$ cat config.mk
export PLATFORM = sky130hd
export DESIGN_NAME = div5b_seq_flat
export DESIGN_NICKNAME = d
export VERILOG_FILES = /design/src/rtl/div5b_pkg.sv /design/src/rtl/div5b_seq_if.sv /design/src/rtl/div5b_step.sv /design/src/rtl/div5b_seq.sv /design/src/flat_wrapper.sv
export SDC_FILE = /design/constraint.sdc
export NUM_CORES = 1
export LEC_CHECK = 0
export ABC_AREA = 1
export BUFFER_PORTS_ARGS = -buffer_cell sky130_fd_sc_hd__buf_2
export CORE_ASPECT_RATIO = 0.75
export CORE_MARGIN = 5
export CORE_UTILIZATION = 55
export CTS_BUF_LIST = sky130_fd_sc_hd__clkbuf_4
export CTS_CLUSTER_DIAMETER = 80
export CTS_CLUSTER_SIZE = 12
export DETAILED_ROUTE_END_ITERATION = 8
export GPL_ROUTABILITY_DRIVEN = 1
export MAX_ROUTING_LAYER = met4
export PLACE_DENSITY_LB_ADDON = 0.1
export SLEW_MARGIN = 10
export SYNTH_ARGS = -nofsm -noshare
export SYNTH_HDL_FRONTEND = slang
export SYNTH_SLANG_ARGS = --single-unit
$ cat constraint.sdc
create_clock -name clk -period 5.9 [get_ports clk]
set_clock_uncertainty 0.1 [all_clocks]
set_input_delay 0.295 -clock clk [delete_from_list [all_inputs] [get_ports clk]]
set_output_delay 0.295 -clock clk [all_outputs]
set_load 0.01 [all_outputs]
$ cat src/rtl/div5b_pkg.sv
// Shared widths and FSM encoding for the div5b family of arithmetic blocks.
package div5b_pkg;

  localparam int DW = 10;
  localparam int VW = 5;

  typedef enum logic [1:0] {
    IDLE = 2'd0,
    RUN  = 2'd1,
    DONE = 2'd2
  } div_state_t;

endpackage

$ cat src/rtl/div5b_seq_if.sv
// Request/result bundle for the sequential divider.
interface div5b_seq_if #(
  parameter int DW = div5b_pkg::DW,
  parameter int VW = div5b_pkg::VW
);
  logic          start;
  logic [DW-1:0] dividend;
  logic [VW-1:0] divisor;
  logic          busy;
  logic          done;
  logic [DW-1:0] quotient;
  logic [VW-1:0] remainder;
  logic          dz;

  modport master (
    output start, dividend, divisor,
    input  busy, done, quotient, remainder, dz
  );

  modport slave (
    input  start, dividend, divisor,
    output busy, done, quotient, remainder, dz
  );
endinterface

$ cat src/rtl/div5b_step.sv
// One restoring-division step: shift in a dividend bit, trial-subtract, select.
module div5b_step #(
  parameter int VW = div5b_pkg::VW
) (
  input  logic [VW:0]   rem_in,
  input  logic          bit_in,
  input  logic [VW-1:0] divisor,
  output logic [VW:0]   rem_out,
  output logic          q_bit
);
  logic [VW:0]   trial;
  logic [VW+1:0] diff;

  assign trial = {rem_in[VW-1:0], bit_in};
  assign diff  = {1'b0, trial} - {2'b00, divisor};

  // A set rem_in MSB would mean the true trial exceeds any divisor; never
  // reached while rem_in < divisor, but it keeps the select well defined.
  assign q_bit   = ~diff[VW+1] | rem_in[VW];
  assign rem_out = q_bit ? diff[VW:0] : trial;
endmodule

$ cat src/rtl/div5b_seq.sv
// Sequential unsigned divider: one quotient bit per clock, restoring, MSB-first.
module div5b_seq #(
  parameter int DW = div5b_pkg::DW,
  parameter int VW = div5b_pkg::VW
) (
  input  logic        clk,
  input  logic        rst_n,
  div5b_seq_if.slave  bus
);
  import div5b_pkg::*;

  localparam int CW = $clog2(DW + 1);

  div_state_t    state, state_nx;
  logic          accept;
  logic          last;

  // Working registers: dvd_w shifts dividend bits out and quotient bits in.
  logic [DW-1:0] dvd_w;
  logic [VW-1:0] dvs_w;
  logic [VW:0]   rem_w;
  logic [CW-1:0] cnt;

  logic [DW-1:0] quo_q;
  logic [VW-1:0] rem_q;
  logic          dz_q;

  logic [VW:0]   rem_nx;
  logic          q_bit;

  div5b_step #(.VW(VW)) u_step (
    .rem_in  (rem_w),
    .bit_in  (dvd_w[DW-1]),
    .divisor (dvs_w),
    .rem_out (rem_nx),
    .q_bit   (q_bit)
  );

  assign last = (cnt == CW'(DW - 1));

  always_ff @(posedge clk or negedge rst_n) begin
    if (!rst_n) state <= IDLE;
    else        state <= state_nx;
  end

  always_comb begin
    state_nx = state;
    accept   = 1'b0;
    case (state)
      IDLE, DONE: begin
        if (bus.start) begin
          accept   = 1'b1;
          state_nx = (bus.divisor == '0) ? DONE : RUN;
        end else begin
          state_nx = IDLE;
        end
      end
      RUN: begin
        if (last) state_nx = DONE;
      end
      default: state_nx = IDLE;
    endcase
  end

  // Datapath: capture on accept, iterate in RUN, publish on the last step.
  always_ff @(posedge clk or negedge rst_n) begin
    if (!rst_n) begin
      dvd_w <= '0;
      dvs_w <= '0;
      rem_w <= '0;
      cnt   <= '0;
      quo_q <= '0;
      rem_q <= '0;
      dz_q  <= 1'b0;
    end else if (accept) begin
      dvd_w <= bus.dividend;
      dvs_w <= bus.divisor;
      rem_w <= '0;
      cnt   <= '0;
      if (bus.divisor == '0) begin
        quo_q <= '1;
        rem_q <= '0;
        dz_q  <= 1'b1;
      end else begin
        dz_q  <= 1'b0;
      end
    end else if (state == RUN) begin
      dvd_w <= {dvd_w[DW-2:0], q_bit};
      rem_w <= rem_nx;
      cnt   <= cnt + CW'(1);
      if (last) begin
        quo_q <= {dvd_w[DW-2:0], q_bit};
        rem_q <= rem_nx[VW-1:0];
      end
    end
  end

  assign bus.busy      = (state == RUN);
  assign bus.done      = (state == DONE);
  assign bus.quotient  = quo_q;
  assign bus.remainder = rem_q;
  assign bus.dz        = dz_q;
endmodule

$ cat src/flat_wrapper.sv
// flat-port wrapper written by rule: the top's interface ports become plain ports
module div5b_seq_flat import div5b_pkg::*;
#(
  parameter int DW = div5b_pkg::DW,
  parameter int VW = div5b_pkg::VW
)
  (clk, rst_n, bus_start, bus_dividend, bus_divisor, bus_busy, bus_done, bus_quotient, bus_remainder, bus_dz);
  div5b_seq_if #(.DW(DW), .VW(VW)) bus_i ();
  input  logic clk;
  input  logic rst_n;
  input wire logic [$bits(bus_i.start)-1:0] bus_start;
  input wire logic [$bits(bus_i.dividend)-1:0] bus_dividend;
  input wire logic [$bits(bus_i.divisor)-1:0] bus_divisor;
  output wire logic [$bits(bus_i.busy)-1:0] bus_busy;
  output wire logic [$bits(bus_i.done)-1:0] bus_done;
  output wire logic [$bits(bus_i.quotient)-1:0] bus_quotient;
  output wire logic [$bits(bus_i.remainder)-1:0] bus_remainder;
  output wire logic [$bits(bus_i.dz)-1:0] bus_dz;
  assign bus_i.start = bus_start;
  assign bus_i.dividend = bus_dividend;
  assign bus_i.divisor = bus_divisor;
  assign bus_busy = bus_i.busy;
  assign bus_done = bus_i.done;
  assign bus_quotient = bus_i.quotient;
  assign bus_remainder = bus_i.remainder;
  assign bus_dz = bus_i.dz;
  div5b_seq #(.DW(DW), .VW(VW)) u_core (.clk(clk), .rst_n(rst_n), .bus(bus_i));
endmodule
==> results of run 1 <==
[registers in the layout (all words and copies together) (netlist names)]
register,flops
u_core.bus.quotient,10
u_core.dvd_w,10
u_core.rem_w,6
u_core.bus.remainder,5
u_core.dvs_w,5
u_core.cnt,4
u_core.state,2
u_core.bus.dz,1
[synth_stat cells, drive strengths merged]
cell type and instances:
nand3 16, o22ai 2, fa 1, buf 4, nor3 1, ha 7, a21oi 6, inv 32
nand4 5, nor2 35, nand2 65, clkbuf 3, o211ai 8, o21ai 20, dfrtp 43, xnor2 1
nand3b 3
[metrics by stage]
step	total power, W	std cells	hold WS (ns)	utilization
2_1_floorplan	0.00103	252	-0.101	-
3_3_place_gp	0.00119	332	0.360	0.631
3_5_place_dp	0.00120	332	0.361	0.631
4_1_cts	0.00140	341	0.0542	0.657
5_1_grt	0.00154	341	0.0612	0.657
6_report	0.00139	341	0.0592	0.657
[what timing repair did]
item / CTS / global route
hold buffers: 1 / 0
endpoints found under the hold margin: 26 / 0
gates resized for setup: 0 / 0
setup buffers: 0 / 0
[metal layers]
layer,global-route usage,up-vias,share of wire
met5,-,-,0
met4,0.0436,0,0.0086
met3,0.0478,4,0.049
met2,0.239,34,0.38
met1,0.292,745,0.56
li1,-,879,-
[power breakdown]
part           internal [W]  switching [W]
registers          0.000423      0.0000759
clock network     0.0000915       0.000104
logic              0.000252       0.000446
total              0.000767       0.000625
[worst max-delay path by stage]
stage,end,slack [ns],cells after the start
2_1_floorplan,u_core.rem_w[2],4.00,11
5_1_grt,u_core.bus.quotient[0],3.46,9
3_5_place_dp,u_core.bus.quotient[0],3.68,9
6_report,u_core.bus.quotient[0],3.65,9
3_3_place_gp,u_core.bus.quotient[0],3.65,9
4_1_cts,u_core.bus.quotient[0],3.65,9
[cells by family (layout without fill, tap and decap cells)]
group                      Yosys count  after routing  synth area share
DFF                                 43             43             0.507
AOI/OAI and AO/OA                   36             36             0.101
buffers and inverters               39             76            0.0743
and+or+nand+nor                    125            125             0.263
xor gates and xnor gates             1              1           0.00413
adders and majority gates            8              8            0.0507
[worst max-delay path, stage by stage (launching register included)]
cell	delay [ns]
dfrtp_1	0.39
inv_2	0.08
nand2_4	0.30
inv_1	0.25
nand2_1	0.14
inv_1	0.08
a21oi_4	0.40
inv_1	0.22
nand2_1	0.10
o21ai_1	0.06
[final cells by class]
| type | instances | area [µm²] | area share |
|---|---|---|---|
| clock inverters | 3 | 47.5 | 0.0196 |
| well taps | 52 | 65.1 | 0.0269 |
| clock buffers | 5 | 37.5 | 0.0155 |
| multi-input cells | 170 | 888 | 0.367 |
| flip-flops and latches | 43 | 1080 | 0.445 |
| inverters | 32 | 120 | 0.0496 |
| repair buffers | 36 | 185 | 0.0765 |
==> flow_metrics.tcl, run 1 <==
set metrics [dict create \
    layout_common_cells "64 x nand2_1, 43 x dfrtp_1, 35 x buf_2" \
    grt_max_degree 44 \
    synth_area_per_cell_um2 8.42 \
    yosys_warnings 0 \
    end_kind "register" \
    min-delay-start "bus_divisor[0]" \
    htreeDepth 2 \
    netlist_area_mm2 0.00212 \
    max_slew.worst_pin.slew_ns 0.911 \
    p_per_area_mw_per_mm2 575 \
    hold_depth 3 \
    fillCellCount 323 \
    crit_fanout 36 \
    drive_gt1_frac 0.170 \
    area_growth_pct 14.0 \
    antenna_left 0 \
    grt-ovfl-total 0 \
    p_leak_nw 1.26 \
    hold_path_end "u_core.dvs_w[0]" \
    cts_tree "yes" \
    r2r-end "u_core.bus.quotient[0]" \
    pre_cts_slack_ns 3.68 \
    first_global_vias 1576 \
    fin_crit_sh 0.381 \
    clkLatencyLatePin_ns 0.36 \
    cts_buffers 5 \
    ys_ff_latch 43 \
    dieArea_mm2 0.00521 \
    fin_ws_ns 3.65 \
    antennaDiodeCount 0 \
    synthCells 252 \
    wl_per_cell_um 12.2 \
    slew_headroom 0.393 \
    hold_class "in2reg" \
    reg2reg_depth 9 \
    grt_usage 0.186 \
    clk_pin_slew_ns 0.14 \
    worstSetupPathType "reg2reg" \
    gp_congestion 0.834 \
    rsz0062_at_grt "no" \
    start_util 0.576 \
    cp.arrival_ns 2.40 \
    cp-startpoint "u_core.state[0]" \
    cts-root-buf "clkbuf_4" \
    place_area_mm2 0.00232 \
    final-setup-viol-count 0 \
    clockBufferDepth 2 \
    tns_ns 0 \
    layout.nets 314 \
    cp-start-kind "register" \
    portBuffers 35 \
    max_freq_mhz 445 \
    first_pass_iters 4 \
    r2r_setup_slack_ns 3.65 \
    die_h_um 63.8 \
    yosys.area.top_type "dfrtp_1" \
    synth.area.top_cells "dfrtp_1 51%, nand2_1 11%, nor2_1 6.0%, inv_1 5.5%, o21ai_0 4.5%" \
    rows 19 \
    yosys.area.top_type_share 0.507 \
    final_common_cell "nand2_1" \
    r2r_start "u_core.state[0]" \
    max-cap-violations 0 \
    ys_seq_area_frac 0.507 \
    grt_pass1_wl_um 7330 \
    pin_count 36 \
    finalHoldViolations 0 \
    status "completed" \
    wl_um 4160 \
    dpl.hpwl_um 2960 \
    crit_required_ns 6.05 \
    grt_antenna_before_repair 0 \
    via_per_inst 4.87 \
    final_cell_area_mm2 0.00242 \
    synth_nets 278 \
    drtIter0Drc 106 \
    cts.sinks 43 \
    slew_viol_final 0 \
    fin_crit_ns 2.25 \
    route.detailed.drc 0 \
    num_vias 1662 \
    core_mm2 0.00368 \
    die_w_um 81.7 \
    peakVddDrop_uv 294 \
    synth_cell_types 24 \
]
Power figures use the tool's default switching activity.
==> inputs of run 2 (changes only) <==
CORE_UTILIZATION = 52   (was 55)
clock period = 2 ns   (was 5.9 ns; I/O delays follow)
==> run 2 against run 1 <==
  * First-iteration DRC count decreased by 2.8%
  * Die area increased by 5.0%
  * Setup slack worse by 3.5 ns
  * Routed wire length up 8.7%
  * Via count increased by 6.6%
  * Maximum frequency rose by 21%
  * Sequential power grew to 2.9 times the previous value
  * Cell count is 8.5% higher
  * Sequential share of layout area shrank 4.4 points
  * Non-clock buffer count rose by 26
  * Global-route usage rose by 0.57 points
  * Clock power grew to 2.8 times the previous value
  * Largest cell class unchanged
==> flow_metrics.tcl, run 2 (same netlist as run 1, synthesis figures left out) <==
set metrics [dict create \
    wl_um 4530 \
    met1_usage 0.278 \
    crit_fanout 7 \
    global_route.usage.met3 0.0614 \
    p_per_area_mw_per_mm2 1630 \
    slew_headroom 0.646 \
    met2_usage 0.265 \
    pre_cts_slack_ns -0.0388 \
    clk_pin_slew_ns 0.13 \
    status "completed" \
    first_global_vias 1703 \
    grt_antenna_before_repair 0 \
    fin_crit_ns 1.86 \
    finalHoldViolations 0 \
    grt_pass1_wl_um 8070 \
    cp-start-kind "register" \
    core_mm2 0.00400 \
    antennaDiodeCount 0 \
    fin_ws_ns 0.136 \
    grt_max_degree 44 \
    worstSetupPathType "reg2reg" \
    num_vias 1771 \
    first_pass_iters 4 \
    cts_buffers 5 \
    rows 20 \
    layout.nets 340 \
    slew_viol_final 0 \
    cts_tree "yes" \
    start_util 0.530 \
    drive_gt1_frac 0.213 \
    drtIter0Drc 103 \
    dpl.hpwl_um 3170 \
    hold_class "in2reg" \
    htreeDepth 2 \
    wl_per_cell_um 12.2 \
    top_usage_layer "met1" \
    grt_usage 0.192 \
    rsz0062_at_grt "yes" \
    die_w_um 83.8 \
    tns_ns 0 \
    final_common_cell "nand2_1" \
    fin_crit_sh 0.932 \
    crit_required_ns 2.22 \
    clkLatencyLatePin_ns 0.37 \
    r2r_setup_slack_ns 0.14 \
    final-setup-viol-count 0 \
    antenna_left 0 \
    gp_congestion 0.855 \
    area_growth_pct 26.4 \
    peakVddDrop_uv 738 \
    cp.arrival_ns 2.08 \
    cts-root-buf "clkbuf_4" \
    via_per_inst 4.79 \
    cts.sinks 43 \
    max-cap-violations 0 \
    p_leak_nw 1.38 \
    dieArea_mm2 0.00547 \
    portBuffers 35 \
    layout_common_cells "60 x nand2_1, 43 x dfrtp_1, 35 x buf_2" \
    die_h_um 65.3 \
    clockBufferDepth 2 \
    max_freq_mhz 537 \
    pin_count 36 \
    end_kind "register" \
    grt-ovfl-total 0 \
    max_slew.worst_pin.slew_ns 0.532 \
    route.detailed.drc 0 \
]
run 2: changes by cell type in the layout (fill, tap and decap cells not counted), moves of 2 or more:
cell	delta
dlygate4sd3_1	+15
nand2_1	-4
nand2_2	+2
buf_4	+11
nand2_4	+2
run 2: timing repair:
| item | CTS | global route |
|---|---|---|
| pin swaps | 1 | 3 |
| setup buffers | 0 | 0 |
| gates resized for setup | 2 | 8 |
| endpoints found under the hold margin | 59 | 0 |
| setup endpoints to repair | 11 | 13 |
| hold buffers | 16 | 0 |
run 2: path summary, 6_finish.rpt:
kind	to	cells after the start	start
hold / removal	u_core.rem_w[4]	4	bus_start
min in group asynchronous	u_core.bus.quotient[8]	3	rst_n
hold reg to reg	u_core.bus.remainder[3]	2	u_core.bus.remainder[3]
max in group asynchronous	u_core.dvs_w[2]	3	rst_n
setup reg to reg	u_core.bus.remainder[3]	11	u_core.dvd_w[9]
setup / recovery	u_core.bus.remainder[3]	11	u_core.dvd_w[9]
run 2: through the flow:
step | power (W) | hold WS [ns] | std cells | instance area [µm²] | util
3_5_place_dp | 0.00370 | 0.104 | 346 | 2410 | 0.602
5_1_grt | 0.00485 | 0.0492 | 370 | 2680 | 0.670
4_1_cts | 0.00431 | 0.0314 | 370 | 2660 | 0.664
6_report | 0.00438 | 0.0579 | 370 | 2680 | 0.670
2_1_floorplan | 0.00304 | -0.296 | 252 | 2120 | -
3_3_place_gp | 0.00365 | 0.103 | 346 | 2410 | 0.602
run 2: power breakdown:
| part | switching [W] | leakage (nW) | internal (W) |
|---|---|---|---|
| Sequential | 0.000215 | 0.504 | 0.00125 |
| Combinational | 0.00144 | 0.830 | 0.000933 |
| Clock | 0.000283 | 0.0452 | 0.000263 |
| Total | 0.00194 | 1.38 | 0.00244 |
run 2: area by class of cell:
cell class,instances,area (µm²)
Clock buffer,5,37.5
Clock inverter,3,43.8
Inverter,32,120
Timing Repair Buffer,62,418
Fill cell,352,1320
Multi-Input combinational cell,170,918
Sequential cell,43,1080
Tap cell,55,68.8
run 2: layer usage:
layer  vias up  share of wire
met1       795           0.52
met4         0         0.0073
met2        42           0.40
met5         -              0
met3         4          0.066
li1        930              -
run 2: critical path, stage by stage (launching register included):
cell and delay [ns]:
dfrtp_1 0.38, inv_1 0.05, ha_2 0.19, fa_2 0.34
nand3b_1 0.20, nand2_2 0.10, nand2_4 0.08, nand2_4 0.10
nand2_1 0.05, nand2_1 0.08, nand3_1 0.08, nand2_1 0.07
==> inputs of run 3 (changes only) <==
CORE_UTILIZATION = 55   (was 52)
clock period = 2.3 ns   (was 2 ns; I/O delays follow)
==> run 3 against run 2 <==
  * Routed wire length rose by 2.1%
  * Largest cell class unchanged
  * Sequential cell count did not move
  * Utilization rose by 2.5 points
  * Clock-buffer cell count did not move
  * Highest routed layer unchanged
  * Total power fell by 19%
  * Sequential power fell by 12%
  * Via count rose by 0.11%
==> flow_metrics.tcl, run 3 (same netlist as run 1, synthesis figures left out) <==
set metrics [dict create \
    final-setup-viol-count 0 \
    max-cap-violations 0 \
    worstSetupPathType "reg2reg" \
    fin_crit_ns 2.18 \
    p_per_area_mw_per_mm2 1390 \
    cp.arrival_ns 2.39 \
    first_global_vias 1677 \
    max_freq_mhz 458 \
    postCtsSetupRepairBufs 0 \
    cts_tree "yes" \
    cts_buffers 5 \
    cp-start-kind "register" \
    rsz0062_at_grt "no" \
    cp-startpoint "u_core.dvd_w[9]" \
    tns_ns 0 \
    fin_crit_sh 0.949 \
    gp_congestion 0.940 \
    grt_max_degree 44 \
    peakVddDrop_uv 761 \
    num_vias 1773 \
    grt-ovfl-total 0 \
    die_w_um 81.7 \
    finalPower_w 0.00355 \
    layout_common_cells "63 x nand2_1, 43 x dfrtp_1, 35 x buf_2" \
    drive_gt1_frac 0.173 \
    route.detailed.drc 0 \
    critPathCapture "u_core.bus.remainder[1]" \
    p_leak_nw 1.32 \
    clk_pin_slew_ns 0.13 \
    r2r_start "u_core.dvd_w[9]" \
    cts.sinks 43 \
    via_per_inst 4.94 \
    fillCellCount 313 \
    drtIter0Drc 94 \
    grt_pass1_wl_um 7910 \
    hold_class "in2reg" \
    area_growth_pct 20.7 \
    clockBufferDepth 2 \
    core_mm2 0.00368 \
    dieArea_mm2 0.00521 \
    end_kind "register" \
    antennaDiodeCount 0 \
    crit_required_ns 2.50 \
    start_util 0.576 \
    max_slew.worst_pin.slew_ns 0.949 \
    crit_fanout 7 \
    pin_count 36 \
    grt_usage 0.200 \
    layout.nets 333 \
    grt_antenna_before_repair 0 \
    slew_viol_final 0 \
    antenna_left 0 \
    dpl.hpwl_um 3200 \
    cts-root-buf "clkbuf_4" \
    htreeDepth 2 \
    finalHoldViolations 0 \
    min-delay-start "bus_dividend[9]" \
    r2r-end "u_core.bus.remainder[1]" \
    clkLatencyLatePin_ns 0.35 \
    rows 19 \
    wl_per_cell_um 12.9 \
    reg2reg_depth 11 \
    slew_headroom 0.367 \
    die_h_um 63.8 \
    portBuffers 35 \
    status "completed" \
    wl_um 4620 \
    r2r_setup_slack_ns 0.12 \
    final_common_cell "nand2_1" \
    first_pass_iters 4 \
]
run 3: what timing repair did:
| item | in CTS | in global routing |
|---|---|---|
| gates resized for setup | 0 | 1 |
| endpoints found under the hold margin | 58 | 0 |
| hold buffers | 15 | 0 |
| setup endpoints to repair | 0 | 7 |
run 3: worst max-delay path, cell delays in order (launching register included):
cell      delay [ns]
dfrtp_1         0.42
inv_1           0.06
ha_1            0.22
fa_1            0.41
nand3b_1        0.19
nand2_1         0.08
nand2_1         0.15
nand2_2         0.16
nand3_1         0.09
nand2_1         0.11
nand2_1         0.06
nand2_1         0.06
run 3: per-layer routing:
metal	track usage	share of wire	vias up
met3	0.0421	0.053	4
met1	0.313	0.53	804
li1	-	-	921
met5	-	0	-
met4	0.0560	0.0091	0
met2	0.260	0.41	44
run 3: final cells by class:
| class | count | area [µm²] | area share |
|---|---|---|---|
| flip-flops and latches | 43 | 1080 | 0.420 |
| multi-input cells | 170 | 891 | 0.348 |
| repair buffers | 55 | 363 | 0.142 |
| inverters | 32 | 120 | 0.0469 |
| well taps | 52 | 65.1 | 0.0254 |
| clock buffers | 5 | 37.5 | 0.0147 |
| clock inverters | 2 | 8.76 | 0.00342 |
run 3: worst min-delay path by stage:
stage          cells after the start                endpoint  slack [ns]
3_5_place_dp                       1  u_core.bus.quotient[5]        0.22
4_1_cts                            3         u_core.dvd_w[9]        0.04
6_report                           3         u_core.dvd_w[9]        0.05
5_1_grt                            3         u_core.dvd_w[9]        0.05
2_1_floorplan                      0           u_core.bus.dz       -0.28
3_3_place_gp                       1  u_core.bus.quotient[6]        0.21
run 3: where the power goes:
part	total [W]	switching, W	leakage, nW	internal [W]
logic	0.00192	0.00120	0.789	0.000719
clock network	0.000345	0.000236	0.0285	0.000109
registers	0.00128	0.000196	0.504	0.00109
run 3: stage by stage:
| step | setup WS, ns | std cells | cell area [µm²] | hold WS (ns) | util |
|---|---|---|---|---|---|
| finish | 0.116 | 359 | 2560 | 0.0478 | 0.695 |
| global route | 0.0273 | 359 | 2560 | 0.0540 | 0.695 |
| CTS | 0.112 | 359 | 2560 | 0.0410 | 0.694 |
| detailed placement | 0.128 | 337 | 2360 | 0.216 | 0.641 |
| global placement | 0.269 | 337 | 2360 | 0.213 | 0.641 |
| floorplan | 0.401 | 252 | 2120 | -0.281 | - |
